`src/rtl/hs_bus_amba_axis_pkg.sv`:
```
// Shared constants and helpers for the AXI-Stream FIFO slice.
package hs_bus_amba_axis_pkg;

  localparam int unsigned MIN_DEPTH = 2;
  localparam int unsigned MAX_DEPTH = 4096;

  // Width of one stored beat: tdata, tstrb, tkeep, tlast, tid, tdest, tuser.
  function automatic int unsigned entry_width(
    input int unsigned data_w,
    input int unsigned strb_w,
    input int unsigned keep_w,
    input int unsigned id_w,
    input int unsigned dest_w,
    input int unsigned user_w
  );
    return data_w + strb_w + keep_w + 1 + id_w + dest_w + user_w;
  endfunction

  // Depth must be a power of two within the supported range.
  function automatic bit is_legal_depth(input int unsigned depth);
    return (depth >= MIN_DEPTH) && (depth <= MAX_DEPTH) &&
           ((depth & (depth - 1)) == 0);
  endfunction

endpackage

```
`src/rtl/hs_bus_amba_axis_if.sv`:
```
// AXI-Stream bundle with master/slave views.
interface hs_bus_amba_axis_if #(
  parameter int TDATA_WIDTH = 8,
  parameter int TID_WIDTH   = 1,
  parameter int TDEST_WIDTH = 1,
  parameter int TUSER_WIDTH = 1,
  parameter int TSTRB_WIDTH = TDATA_WIDTH / 8,
  parameter int TKEEP_WIDTH = TDATA_WIDTH / 8
);
  logic                   tvalid;
  logic                   tready;
  logic [TDATA_WIDTH-1:0] tdata;
  logic [TSTRB_WIDTH-1:0] tstrb;
  logic [TKEEP_WIDTH-1:0] tkeep;
  logic                   tlast;
  logic [TID_WIDTH-1:0]   tid;
  logic [TDEST_WIDTH-1:0] tdest;
  logic [TUSER_WIDTH-1:0] tuser;
  logic                   twakeup;

  modport master (
    output tvalid, tdata, tstrb, tkeep, tlast, tid, tdest, tuser, twakeup,
    input  tready
  );

  modport slave (
    input  tvalid, tdata, tstrb, tkeep, tlast, tid, tdest, tuser, twakeup,
    output tready
  );
endinterface

```
`src/rtl/hs_bus_amba_axis_fifo_mem.sv`:
```
// Simple dual-port storage: one synchronous write port, asynchronous read.
// Contents are intentionally not reset.
module hs_bus_amba_axis_fifo_mem #(
  parameter int unsigned WIDTH = 8,
  parameter int unsigned DEPTH = 16,
  localparam int unsigned AW   = $clog2(DEPTH)
) (
  input  logic             clk,
  input  logic             we,
  input  logic [AW-1:0]    waddr,
  input  logic [WIDTH-1:0] wdata,
  input  logic [AW-1:0]    raddr,
  output logic [WIDTH-1:0] rdata
);
  logic [WIDTH-1:0] mem [DEPTH];

  // Write port.
  always_ff @(posedge clk) begin
    if (we) mem[waddr] <= wdata;
  end

  assign rdata = mem[raddr];
endmodule

```
`src/rtl/hs_bus_amba_axis_fifo.sv`:
```
// First-word fall-through AXI-Stream FIFO with registered handshake/flags.
module hs_bus_amba_axis_fifo
  import hs_bus_amba_axis_pkg::*;
#(
  parameter int TDATA_WIDTH = 8,
  parameter int TID_WIDTH   = 1,
  parameter int TDEST_WIDTH = 1,
  parameter int TUSER_WIDTH = 1,
  parameter int TSTRB_WIDTH = TDATA_WIDTH / 8,
  parameter int TKEEP_WIDTH = TDATA_WIDTH / 8,
  parameter int DEPTH       = 16
) (
  input  logic                     clk,
  input  logic                     rst,
  hs_bus_amba_axis_if.slave        s_axis_if,
  hs_bus_amba_axis_if.master       m_axis_if,
  output logic [$clog2(DEPTH):0]   fill_level,
  output logic                     full,
  output logic                     empty
);
  localparam int unsigned AW = $clog2(DEPTH);
  localparam int unsigned EW = entry_width(TDATA_WIDTH, TSTRB_WIDTH, TKEEP_WIDTH,
                                           TID_WIDTH, TDEST_WIDTH, TUSER_WIDTH);

  if (!is_legal_depth(DEPTH)) begin : g_bad_depth
    $error("hs_bus_amba_axis_fifo: DEPTH must be a power of two in 2..4096");
  end

  logic [AW:0]   wr_ptr, rd_ptr, wr_ptr_n, rd_ptr_n;
  logic [AW:0]   fill_q, fill_n;
  logic          full_q, full_n, empty_q, empty_n, ready_q;
  logic          push, pop;
  logic [EW-1:0] wr_entry, rd_entry;

  assign wr_entry = {s_axis_if.tdata, s_axis_if.tstrb, s_axis_if.tkeep,
                     s_axis_if.tlast, s_axis_if.tid, s_axis_if.tdest,
                     s_axis_if.tuser};

  assign {m_axis_if.tdata, m_axis_if.tstrb, m_axis_if.tkeep, m_axis_if.tlast,
          m_axis_if.tid, m_axis_if.tdest, m_axis_if.tuser} = rd_entry;

  assign s_axis_if.tready = ready_q;
  assign m_axis_if.tvalid = !empty_q;
  assign m_axis_if.twakeup = !empty_q || s_axis_if.twakeup;
  assign fill_level = fill_q;
  assign full  = full_q;
  assign empty = empty_q;

  hs_bus_amba_axis_fifo_mem #(
    .WIDTH (EW),
    .DEPTH (DEPTH)
  ) u_mem (
    .clk   (clk),
    .we    (push),
    .waddr (wr_ptr[AW-1:0]),
    .wdata (wr_entry),
    .raddr (rd_ptr[AW-1:0]),
    .rdata (rd_entry)
  );

  // Handshake qualification and next pointer/flag values.
  always_comb begin
    push     = s_axis_if.tvalid && ready_q;
    pop      = !empty_q && m_axis_if.tready;
    wr_ptr_n = wr_ptr + {{AW{1'b0}}, push};
    rd_ptr_n = rd_ptr + {{AW{1'b0}}, pop};
    fill_n   = wr_ptr_n - rd_ptr_n;
    full_n   = (wr_ptr_n[AW] != rd_ptr_n[AW]) &&
               (wr_ptr_n[AW-1:0] == rd_ptr_n[AW-1:0]);
    empty_n  = (wr_ptr_n == rd_ptr_n);
  end

  // Pointer, flag and ready registers; ready follows the next full flag so
  // a pop from full only reopens the input one cycle later.
  always_ff @(posedge clk) begin
    if (rst) begin
      wr_ptr  <= '0;
      rd_ptr  <= '0;
      fill_q  <= '0;
      full_q  <= 1'b0;
      empty_q <= 1'b1;
      ready_q <= 1'b0;
    end else begin
      wr_ptr  <= wr_ptr_n;
      rd_ptr  <= rd_ptr_n;
      fill_q  <= fill_n;
      full_q  <= full_n;
      empty_q <= empty_n;
      ready_q <= !full_n;
    end
  end
endmodule

```
`src/flat_wrapper.sv`:
```
// flat-port wrapper written by rule: the top's interface ports become plain ports
module hs_bus_amba_axis_fifo_flat import hs_bus_amba_axis_pkg::*;
#(
  parameter int TDATA_WIDTH = 8,
  parameter int TID_WIDTH   = 1,
  parameter int TDEST_WIDTH = 1,
  parameter int TUSER_WIDTH = 1,
  parameter int TSTRB_WIDTH = TDATA_WIDTH / 8,
  parameter int TKEEP_WIDTH = TDATA_WIDTH / 8,
  parameter int DEPTH       = 16
)
  (clk, rst, fill_level, full, empty, s_axis_if_tvalid, s_axis_if_tdata, s_axis_if_tstrb, s_axis_if_tkeep, s_axis_if_tlast, s_axis_if_tid, s_axis_if_tdest, s_axis_if_tuser, s_axis_if_twakeup, s_axis_if_tready, m_axis_if_tvalid, m_axis_if_tdata, m_axis_if_tstrb, m_axis_if_tkeep, m_axis_if_tlast, m_axis_if_tid, m_axis_if_tdest, m_axis_if_tuser, m_axis_if_twakeup, m_axis_if_tready);
  hs_bus_amba_axis_if #(.TDATA_WIDTH(TDATA_WIDTH), .TID_WIDTH(TID_WIDTH), .TDEST_WIDTH(TDEST_WIDTH), .TUSER_WIDTH(TUSER_WIDTH), .TSTRB_WIDTH(TSTRB_WIDTH), .TKEEP_WIDTH(TKEEP_WIDTH)) s_axis_if_i ();
  hs_bus_amba_axis_if #(.TDATA_WIDTH(TDATA_WIDTH), .TID_WIDTH(TID_WIDTH), .TDEST_WIDTH(TDEST_WIDTH), .TUSER_WIDTH(TUSER_WIDTH), .TSTRB_WIDTH(TSTRB_WIDTH), .TKEEP_WIDTH(TKEEP_WIDTH)) m_axis_if_i ();
  input  logic clk;
  input  logic rst;
  output logic [$clog2(DEPTH):0] fill_level;
  output logic full;
  output logic empty;
  input wire logic [$bits(s_axis_if_i.tvalid)-1:0] s_axis_if_tvalid;
  input wire logic [$bits(s_axis_if_i.tdata)-1:0] s_axis_if_tdata;
  input wire logic [$bits(s_axis_if_i.tstrb)-1:0] s_axis_if_tstrb;
  input wire logic [$bits(s_axis_if_i.tkeep)-1:0] s_axis_if_tkeep;
  input wire logic [$bits(s_axis_if_i.tlast)-1:0] s_axis_if_tlast;
  input wire logic [$bits(s_axis_if_i.tid)-1:0] s_axis_if_tid;
  input wire logic [$bits(s_axis_if_i.tdest)-1:0] s_axis_if_tdest;
  input wire logic [$bits(s_axis_if_i.tuser)-1:0] s_axis_if_tuser;
  input wire logic [$bits(s_axis_if_i.twakeup)-1:0] s_axis_if_twakeup;
  output wire logic [$bits(s_axis_if_i.tready)-1:0] s_axis_if_tready;
  output wire logic [$bits(m_axis_if_i.tvalid)-1:0] m_axis_if_tvalid;
  output wire logic [$bits(m_axis_if_i.tdata)-1:0] m_axis_if_tdata;
  output wire logic [$bits(m_axis_if_i.tstrb)-1:0] m_axis_if_tstrb;
  output wire logic [$bits(m_axis_if_i.tkeep)-1:0] m_axis_if_tkeep;
  output wire logic [$bits(m_axis_if_i.tlast)-1:0] m_axis_if_tlast;
  output wire logic [$bits(m_axis_if_i.tid)-1:0] m_axis_if_tid;
  output wire logic [$bits(m_axis_if_i.tdest)-1:0] m_axis_if_tdest;
  output wire logic [$bits(m_axis_if_i.tuser)-1:0] m_axis_if_tuser;
  output wire logic [$bits(m_axis_if_i.twakeup)-1:0] m_axis_if_twakeup;
  input wire logic [$bits(m_axis_if_i.tready)-1:0] m_axis_if_tready;
  assign s_axis_if_i.tvalid = s_axis_if_tvalid;
  assign s_axis_if_i.tdata = s_axis_if_tdata;
  assign s_axis_if_i.tstrb = s_axis_if_tstrb;
  assign s_axis_if_i.tkeep = s_axis_if_tkeep;
  assign s_axis_if_i.tlast = s_axis_if_tlast;
  assign s_axis_if_i.tid = s_axis_if_tid;
  assign s_axis_if_i.tdest = s_axis_if_tdest;
  assign s_axis_if_i.tuser = s_axis_if_tuser;
  assign s_axis_if_i.twakeup = s_axis_if_twakeup;
  assign s_axis_if_tready = s_axis_if_i.tready;
  assign m_axis_if_tvalid = m_axis_if_i.tvalid;
  assign m_axis_if_tdata = m_axis_if_i.tdata;
  assign m_axis_if_tstrb = m_axis_if_i.tstrb;
  assign m_axis_if_tkeep = m_axis_if_i.tkeep;
  assign m_axis_if_tlast = m_axis_if_i.tlast;
  assign m_axis_if_tid = m_axis_if_i.tid;
  assign m_axis_if_tdest = m_axis_if_i.tdest;
  assign m_axis_if_tuser = m_axis_if_i.tuser;
  assign m_axis_if_twakeup = m_axis_if_i.twakeup;
  assign m_axis_if_i.tready = m_axis_if_tready;
  hs_bus_amba_axis_fifo #(.TDATA_WIDTH(TDATA_WIDTH), .TID_WIDTH(TID_WIDTH), .TDEST_WIDTH(TDEST_WIDTH), .TUSER_WIDTH(TUSER_WIDTH), .TSTRB_WIDTH(TSTRB_WIDTH), .TKEEP_WIDTH(TKEEP_WIDTH), .DEPTH(DEPTH)) u_core (.clk(clk), .rst(rst), .s_axis_if(s_axis_if_i), .m_axis_if(m_axis_if_i), .fill_level(fill_level), .full(full), .empty(empty));
endmodule
```
`config.mk`:
```
export PLATFORM = sky130hd
export DESIGN_NAME = hs_bus_amba_axis_fifo_flat
export DESIGN_NICKNAME = d
export VERILOG_FILES = /design/src/rtl/hs_bus_amba_axis_pkg.sv /design/src/rtl/hs_bus_amba_axis_if.sv /design/src/rtl/hs_bus_amba_axis_fifo_mem.sv /design/src/rtl/hs_bus_amba_axis_fifo.sv /design/src/flat_wrapper.sv
export SDC_FILE = /design/constraint.sdc
export NUM_CORES = 1
export LEC_CHECK = 0
export ABC_AREA = 1
export ABC_CLOCK_PERIOD_IN_PS = 4300
export BUFFER_PORTS_ARGS = -buffer_cell sky130_fd_sc_hd__buf_2
export CORE_ASPECT_RATIO = 1.4
export CORE_MARGIN = 4
export CORE_UTILIZATION = 35
export DETAILED_ROUTE_END_ITERATION = 8
export MAX_ROUTING_LAYER = met4
export PLACE_DENSITY = 0.58
export SETUP_SLACK_MARGIN = 0.2
export SLEW_MARGIN = 20
export SYNTH_ARGS = -nofsm -noshare
export SYNTH_HDL_FRONTEND = slang
export SYNTH_HIERARCHICAL = 1
export SYNTH_SLANG_ARGS = --single-unit
export TNS_END_PERCENT = 10
```
`constraint.sdc`:
```
create_clock -name clk -period 4.3 [get_ports clk]
set_input_delay 0.86 -clock clk [delete_from_list [all_inputs] [get_ports clk]]
set_output_delay 0.86 -clock clk [all_outputs]
set_load 0.02 [all_outputs]
```
# == Yosys cells after proc, flatten, opt, wreduce, memory -nomap -nowiden ==
# Memory sizes are Yosys's and may differ from the RTL's. A register that Yosys moved wholly into a read port is not among the register bits.
# Cells that the tools add are included.
# totals
regBits,18
latch_bits,0
ramBits,224
romBits,0
output_inout_bits,24
elab_cells,22
mem_count,1
# memory_table
memory,words,word_bits,rd,rd_ports_with_merged_regs,write_ports,line_no,text
u_core.u_mem.mem,16,14,1,1,1,hs_bus_amba_axis_fifo_mem.sv:15,logic [WIDTH-1:0] mem [DEPTH];
# op_classes
add_sub_neg,3
n_mul,0
div_mod_pow,0
magnitude_cmp,0
eq_ne,3
n_shift,0
mux,3
bitwise_logic,0
n_reduce_logical,6
# op_table
cell,count
5-bit by 1-bit adder with 5-bit output,2
5-bit == test,1
5-bit subtractor,1
4-bit == test,1
4-bit 2-to-1 mux,1
1-bit logical AND,3
1-bit zero test,2
1-bit 2-to-1 mux,2
1-bit logical OR,1
1-bit != test,1

# == Longest topological paths before layout ==
# Gate-level depths: netlist (run 1).
# depth
ltp_word,6
ltp_mapped,14

# == Modules after synthesis ==
# Netlist (run 1), hierarchy kept.
# modules_own_cells
module,instances,cells_per_inst,area_per_inst_um2
hs_bus_amba_axis_fifo_mem,1,929,9705.6
hs_bus_amba_axis_fifo,1,112,899.6

# == Worst setup path before layout (run 1) ==
# No wires, ideal clock.
# synth_path
path_kind,input port to flip-flop
from,input port s_axis_if_tvalid
to,register u_core.fill_q[4] (netlist: u_core/fill_level[4])
setup_ps,115
arrival_ps,2364
path_slack_ps,1821
stages,13
path_cell_list,nand2_1 > inv_1 > ha_1 > ha_1 > xor2_1 > inv_1 > ha_1 > inv_1 > nand2_1 > nand2_2 > nand3_2 > a21oi_1 > nor2_1
# synth_between
elab_chain_len,3
# synth_rtl
element,line_no,text
"start, declared",flat_wrapper.sv:20,input wire logic [$bits(s_axis_if_i.tvalid)-1:0] s_axis_if_tvalid;
1-bit logical AND,hs_bus_amba_axis_fifo.sv:63,push = s_axis_if.tvalid && ready_q;
net u_core.push,hs_bus_amba_axis_fifo.sv:32,"logic push, pop;"
5-bit by 1-bit adder with 5-bit output,hs_bus_amba_axis_fifo.sv:65,"wr_ptr_n = wr_ptr + {{AW{1'b0}}, push};"
net u_core.wr_ptr_n[1],hs_bus_amba_axis_fifo.sv:29,"logic [AW:0] wr_ptr, rd_ptr, wr_ptr_n, rd_ptr_n;"
5-bit subtractor,hs_bus_amba_axis_fifo.sv:67,fill_n = wr_ptr_n - rd_ptr_n;
"end signal, assigned",hs_bus_amba_axis_fifo.sv:86,fill_q <= fill_n;
"end, declared",hs_bus_amba_axis_fifo.sv:30,"logic [AW:0] fill_q, fill_n;"
# The timed path passes the listed nets, and every way through them passes these cells.
# A chain may end at the register's enable or synchronous reset.

==> impl_metrics.csv, run 1 <==
group,metric,value,unit
place,place_hpwl,15.1,mm
timing,finalMaxSlewViolations,0,
layout,syn2layout_area_growth,12.9,%
clock_tree,clock_path_buffers,3,
clock_tree,clk_pin_slew,0.06,ns
route,drc,0,
clock_tree,numCtsBuffers,24,
floorplanning,initial_utilization,35.4,%
synth,yosys-top-cells-area,"edfxtp_1, nand2_1, nand3_1",
global_route,grt_pass1_wl,39.6,mm
place,portBuffers,42,
power,p_leak,0.00508,uW
timing,max_slew_margin,22.8,%
layout,regArea,7090,sq um
synth,synth_area_per_cell,10.2,sq um
route,routed_wl,25.7,mm
floorplanning,std_cell_rows,75,
timing,tightest_slew,1.16,ns
timing,fmax,0.289,GHz
clock_tree,cts_resized,0,
timing,period_share,80.4,%
synth,ys_seq_area_share,66.8,%
layout,final_cells,1489,
route,viasPerCell,4.78,
place,dpl_worst_slack,1.39,ns
clock_tree,cts_tree,"done",
route,dr.pass1.iters,5,
floorplanning,die_h,214,um
synth,synth_seq_cells,242,
route,drt_iter0_drc,436,
timing,min_period,3.46,ns
layout,fillers,2879,
clock_tree,cts_setup_buffers,0,
critical_path,timing.rr.end,"u_core/fill_level[4]",
critical_path,required,3.44,ns
critical_path,worst-setup-path-type,"flip-flop to output pin",
synth,synthFlopType,"edfxtp_1",
timing,finalHoldViolCount,0,
critical_path,crit_arrival,2.60,ns
timing,fin_worst_skew,0.00711,ns
timing,setup_viol,0,
critical_path,reg2reg_from,"u_core/rd_ptr[0]",
critical_path,rrSetupSlack,1.50,ns
synth,synth_top_area_share,63.4,%
layout,diodes,0,
synth,ys_warn_count,6,
layout,final_nets,1111,
synth,netlist_area,10600,sq um
min_path,hold_class,"flip-flop to flip-flop",
synth,postSynthCellCount,1041,
global_route,grt_antenna_before_repair,1,
clock_tree,clkLatencyLatePin,0.51,ns
synth,yosys.area.top_type,"edfxtp_1",
critical_path,critPathCapture,"m_axis_if_tdata[0]",
synth,syn_nets,1065,
flow_run,cap_violations,0,
layout,multi_input_area,2530,sq um
critical_path,endpoint_kind,"output pin",
global_route,globalRouteOverflowTotal,0,
timing,rsz0062_at_grt,"false",
route,vias,7117,
place,dp.cells,1446,
place,gp_congestion,0.812,
route,antenna_left,0,
global_route,grt_use_total,15.8,%
timing,timing.final.ws_setup,0.844,ns
floorplanning,io_pins,43,
layout,layout-drive-gt1-share,11.1,%
outcome,outcome,"complete, no violations",
critical_path,reg2reg_depth,13,
power,ir_drop,0.000340,V
synth,synth_most_common_cell,"nand2_1",
global_route,grt_pass1_vias,6990,
global_route,grt_max_degree,62,
synth,synthTopCellsByCount,"nand2_1, edfxtp_1, inv_1, nand3_1, nor2_1",
synth,synth_edf_count,224,
critical_path,crit_start,"u_core/rd_ptr[0]",
synth,ys_types,29,
floorplanning,dieArea,33200,sq um
clock_tree,hold_buffers,0,
clock_tree,root_buffer,"clkbuf_16",
power,power_density,423,nW/um^2
clock_tree,cts.sinks,242,
critical_path,crit_path_start_kind,"flip-flop",
route,wl_per_cell,17.2,um
floorplanning,coreArea,29900,sq um
floorplanning,die_x,155,um
synth,async_reset_ff_share,0,%
timing,tns,0,ns
critical_path,crit_fanout,61,
clock_tree,htree_levels,1,
-- cell families (layout without fill, tap and decap cells) --
group                      Yosys count  count (layout)  synth area share, %
AOI/OAI and AO/OA                    8               8                0.496
xor gates and xnor gates             8               8                0.873
DFF                                242             242                 66.8
and+or+nand+nor                    541             541                 21.8
adders and majority gates            5               5                0.590
buffers and inverters              237             300                 9.46
-- worst min path at each step --
stage | endpoint | cells after the start | startpoint | slack [ns]
final | u_core/rd_ptr[4] | 2 | u_core/rd_ptr[4] | 0.56
after global routing | u_core/rd_ptr[4] | 2 | u_core/rd_ptr[4] | 0.59
after CTS | u_core/rd_ptr[4] | 2 | u_core/rd_ptr[4] | 0.57
after detailed placement | u_core/rd_ptr[4] | 2 | u_core/rd_ptr[4] | 0.55
after global placement | u_core/rd_ptr[4] | 2 | u_core/rd_ptr[4] | 0.54
after floorplan | u_core/rd_ptr[1] | 2 | u_core/rd_ptr[0] | 0.53
-- cell usage in the layout, fill, tap and decap left out, drive strengths merged --
master    instances
nand2           323
edfxtp          224
inv             191
nand3           179
buf              66
nor2             32
clkbuf           30
dfxtp            18
clkinv           10
xor2              6
a21oi             5
ha                5
bufinv            2
nand4             2
xnor2             2
nand3b            2
nor3              2
clkinvlp          1
or2               1
a31oi             1
o21ai             1
o211ai            1
-- state kept, by name, indices dropped and copies added (netlist names) --
register                 cells
u_core/empty                 1
u_core/fill_level            5
u_core/full                  1
u_core/rd_ptr                5
u_core/s_axis_if.tready      1
u_core/u_mem/mem           224
u_core/wr_ptr                5
-- worst max-delay path, cell delays in order, from the launching register on --
cell	delay (ns)
dfxtp_4	0.49
inv_4	0.56
buf_4	0.31
nand2_1	0.08
nand3_1	0.07
nand3_1	0.10
nand3_1	0.12
nand2_1	0.12
buf_2	0.19
-- cell type report --
cell class / instances / area share, %
Multi-Input combinational cell: 562 / 21.1
Clock inverter: 13 / 0.909
Timing Repair Buffer: 66 / 3.36
Tap cell: 385 / 4.02
Sequential cell: 242 / 59.2
Inverter: 191 / 6.01
Clock buffer: 30 / 5.38
-- where the power goes --
group,internal [uW],switching (uW)
Combinational,133,310
Sequential,2590,22.7
Clock,1180,832
-- per-stage QoR --
| step | power, uW | cell area (sq um) | util, % | hold slack, ns |
|---|---|---|---|---|
| floorplan | 2970 | 10600 | - | 0.529 |
| global placement | 3110 | 11200 | 37.5 | 0.543 |
| detailed placement | 3110 | 11200 | 37.5 | 0.550 |
| CTS | 5130 | 12000 | 40.0 | 0.567 |
| global route | 5270 | 12000 | 40.0 | 0.591 |
| finish | 5070 | 12000 | 40.0 | 0.557 |
-- routing by layer --
metal	wire [um]	up-vias	GRT usage, %
li1	-	3429	-
met1	11000	3428	19.6
met2	12600	215	26.4
met3	1370	45	2.28
met4	685	0	5.24
met5	0	-	-
Note: power is estimated with default switching activity, not from simulation.
==> run 2, diff against run 1 <==
--- a/config.mk
+++ b/config.mk
@@ -5,8 +5,8 @@
 export SDC_FILE = /design/constraint.sdc
 export NUM_CORES = 1
 export LEC_CHECK = 0
-export ABC_AREA = 1
-export ABC_CLOCK_PERIOD_IN_PS = 4300
+export ABC_AREA = 0
+export ABC_CLOCK_PERIOD_IN_PS = 3350
 export BUFFER_PORTS_ARGS = -buffer_cell sky130_fd_sc_hd__buf_2
 export CORE_ASPECT_RATIO = 1.4
 export CORE_MARGIN = 4
==> constraint.sdc (replaced) <==
create_clock -name clk -period 3.35 [get_ports clk]
set_input_delay 0.67 -clock clk [delete_from_list [all_inputs] [get_ports clk]]
set_output_delay 0.67 -clock clk [all_outputs]
set_load 0.02 [all_outputs]
==> run 2 against run 1 <==
Non-clock buffer count grew 4. Area after synthesis shrank 12%. Global-route usage shrank 2.1 points. Critical path type unchanged. Sequential power up 28%. Worst hold slack worse by 0.020 ns. Setup slack lost 0.41 ns.
==> impl_metrics.csv, run 2 <==
group,metric,value,unit
outcome,outcome,"complete, no violations",
power,ir_drop,0.000348,V
critical_path,endpoint_kind,"output pin",
clock_tree,cts_setup_buffers,3,
synth,synth_edf_count,224,
timing,setup_viol,0,
synth,ys_types,34,
layout,layout-drive-gt1-share,30.6,%
route,dr.pass1.iters,5,
critical_path,reg2reg_depth,8,
place,portBuffers,42,
route,wl_per_cell,22.7,um
layout,final_core_utilization,41.1,%
floorplanning,die_h,201,um
timing,fmax,0.342,GHz
global_route,globalRouteOverflowTotal,0,
power,p_switching,1330,uW
clock_tree,cts.sinks,242,
global_route,grt_use_total,13.6,%
power,total_power,6250,uW
synth,syn_nets,473,
global_route,grt_max_degree,57,
clock_tree,cts_resized,0,
timing,max_slew_margin,48.6,%
synth,postSynthCellCount,449,
place,dpl_worst_slack,0.464,ns
clock_tree,clk_pin_slew,0.06,ns
synth,synthFlopType,"edfxtp_1",
route,drc,0,
floorplanning,std_cell_rows,70,
critical_path,timing.rr.end,"u_core/fill_level[4]",
timing,rsz0062_at_grt,"false",
clock_tree,clkLatencyLatePin,0.51,ns
route,vias,4507,
synth,yosys-top-cells-area,"edfxtp_1, mux4_2, dfxtp_1",
synth,synth_top_area_share,72.2,%
layout,final_common_cell,"edfxtp_1",
timing,finalMaxSlewViolations,0,
route,antenna_left,0,
synth,ys_warn_count,6,
floorplanning,initial_utilization,35.6,%
floorplanning,io_pins,43,
timing,timing.final.ws_setup,0.429,ns
clock_tree,root_buffer,"clkbuf_16",
critical_path,critPathCapture,"m_axis_if_tdata[0]",
layout,largest_reg_flops,224,
timing,tns,0,ns
power,p_int,4920,uW
critical_path,rrSetupSlack,0.89,ns
min_path,hold_class,"input port to flip-flop",
power,power_density,581,nW/um^2
timing,period_share,87.2,%
critical_path,crit_fanout,22,
route,drt_iter0_drc,300,
synth,synth_seq_cells,242,
timing,fin_worst_skew,0.0211,ns
synth,synth_most_common_cell,"edfxtp_1",
synth,yosys.area.top_type,"edfxtp_1",
critical_path,crit_arrival,2.25,ns
place,gp_congestion,0.742,
layout,diodes,0,
layout,final_nets,549,
layout,top_register,"u_core/u_mem/mem",
route,viasPerCell,5.22,
layout,most-common-layout-cells,"edfxtp_1, mux4_2, buf_2",
power,p_comb_share,8.4,%
power,p_sw_share,21.3,%
power,clockPowerShare,38.0,%
floorplanning,coreArea,26200,sq um
clock_tree,htree_levels,1,
flow_run,cap_violations,0,
floorplanning,die_x,146,um
timing,holdWs,0.537,ns
synth,synthTopCellsByCount,"edfxtp_1, mux4_2, a22oi_1, nor2_1",
synth,ys_seq_area_share,76.1,%
floorplanning,dieArea,29300,sq um
route,routed_wl,19.6,mm
critical_path,crit_start,"u_core/rd_ptr[0]",
power,seq_power_share,53.6,%
global_route,grt_pass1_wl,29.6,mm
global_route,grt_antenna_before_repair,0,
clock_tree,clock_path_buffers,3,
min_path,whs_path_depth,2,
critical_path,required,2.68,ns
clock_tree,numCtsBuffers,23,
critical_path,crit_path_start_kind,"flip-flop",
timing,min_period,2.92,ns
synth,async_reset_ff_share,0,%
clock_tree,hold_buffers,0,
synth,synth_area_per_cell,20.7,sq um
synth,netlist_area,9310,sq um
global_route,grt_pass1_vias,4864,
place,place_hpwl,11.4,mm
critical_path,reg2reg_from,"u_core/rd_ptr[0]",
layout,syn2layout_area_growth,15.6,%
clock_tree,cts_tree,"done",
timing,finalHoldViolCount,0,
timing,tightest_slew,0.769,ns
power,p_leak,0.00349,uW
critical_path,worst-setup-path-type,"flip-flop to output pin",
-- run 2: cell count changes after synthesis, moves of 8 or more --
cell | previous run | this run
buf_2 | 23 | 5
nand3_1 | 176 | 5
a22oi_1 | 0 | 28
nor2b_1 | 0 | 8
nand2_1 | 318 | 18
mux4_2 | 0 | 56
inv_1 | 187 | 3
-- run 2: how the worst min path moves through the flow --
stage / from / to
after global routing: s_axis_if_tuser / u_core/u_mem/mem[1][0]
after floorplan: u_core/wr_ptr[4] / u_core/wr_ptr[4]
after detailed placement: u_core/rd_ptr[4] / u_core/rd_ptr[4]
after CTS: rst / u_core/fill_level[0]
after global placement: u_core/rd_ptr[4] / u_core/rd_ptr[4]
final: rst / u_core/fill_level[0]
-- run 2: metrics by stage --
step                area, sq um  instances
finish                    10800        863
global route              10800        863
CTS                       10800        863
detailed placement        10100        821
global placement          10100        821
floorplan                  9310        449
-- run 2: power by group through the flow --
stage	Sequential, uW	Clock, uW	Combinational [uW]
floorplan	3430	0	361
global placement	3430	0	506
detailed placement	3430	0	513
CTS	3350	2440	539
global route	3350	2560	576
finish	3350	2370	526
-- run 2: final cells by class --
cell class | instances | area [sq um]
inverters | 3 | 11.3
flip-flops and latches | 242 | 7090
clock inverters | 11 | 85.1
clock buffers | 28 | 594
multi-input cells | 185 | 2110
fillers | 2258 | 15400
repair buffers | 70 | 458
well taps | 324 | 405
-- run 2: cells by family (layout without fill, tap and decap cells) --
kind of cell,Yosys count,in the layout,share of synthesized area (%)
AOI/OAI and AO/OA,32,32,2.57
xor gates and xnor gates,14,14,1.48
adders and majority gates,6,6,0.793
buffers and inverters,22,112,1.40
DFF,242,242,76.1
muxes,58,58,13.9
and+or+nand+nor,75,75,3.79
-- run 2: critical path: stages, from the launching register on --
cell and delay (ns):
dfxtp_4 0.42, buf_12 0.23, mux4_2 0.53, a22oi_1 0.29, nand2_1 0.09, buf_2 0.17
-- run 2: layer usage --
layer  global-route usage, %  vias to the layer above  wire length [um]
met1                    17.3                     2374              8030
met4                    4.14                        0               478
li1                        -                     1988                 -
met3                    1.85                       32               896
met5                       -                        -                 0
met2                    23.0                      113             10200
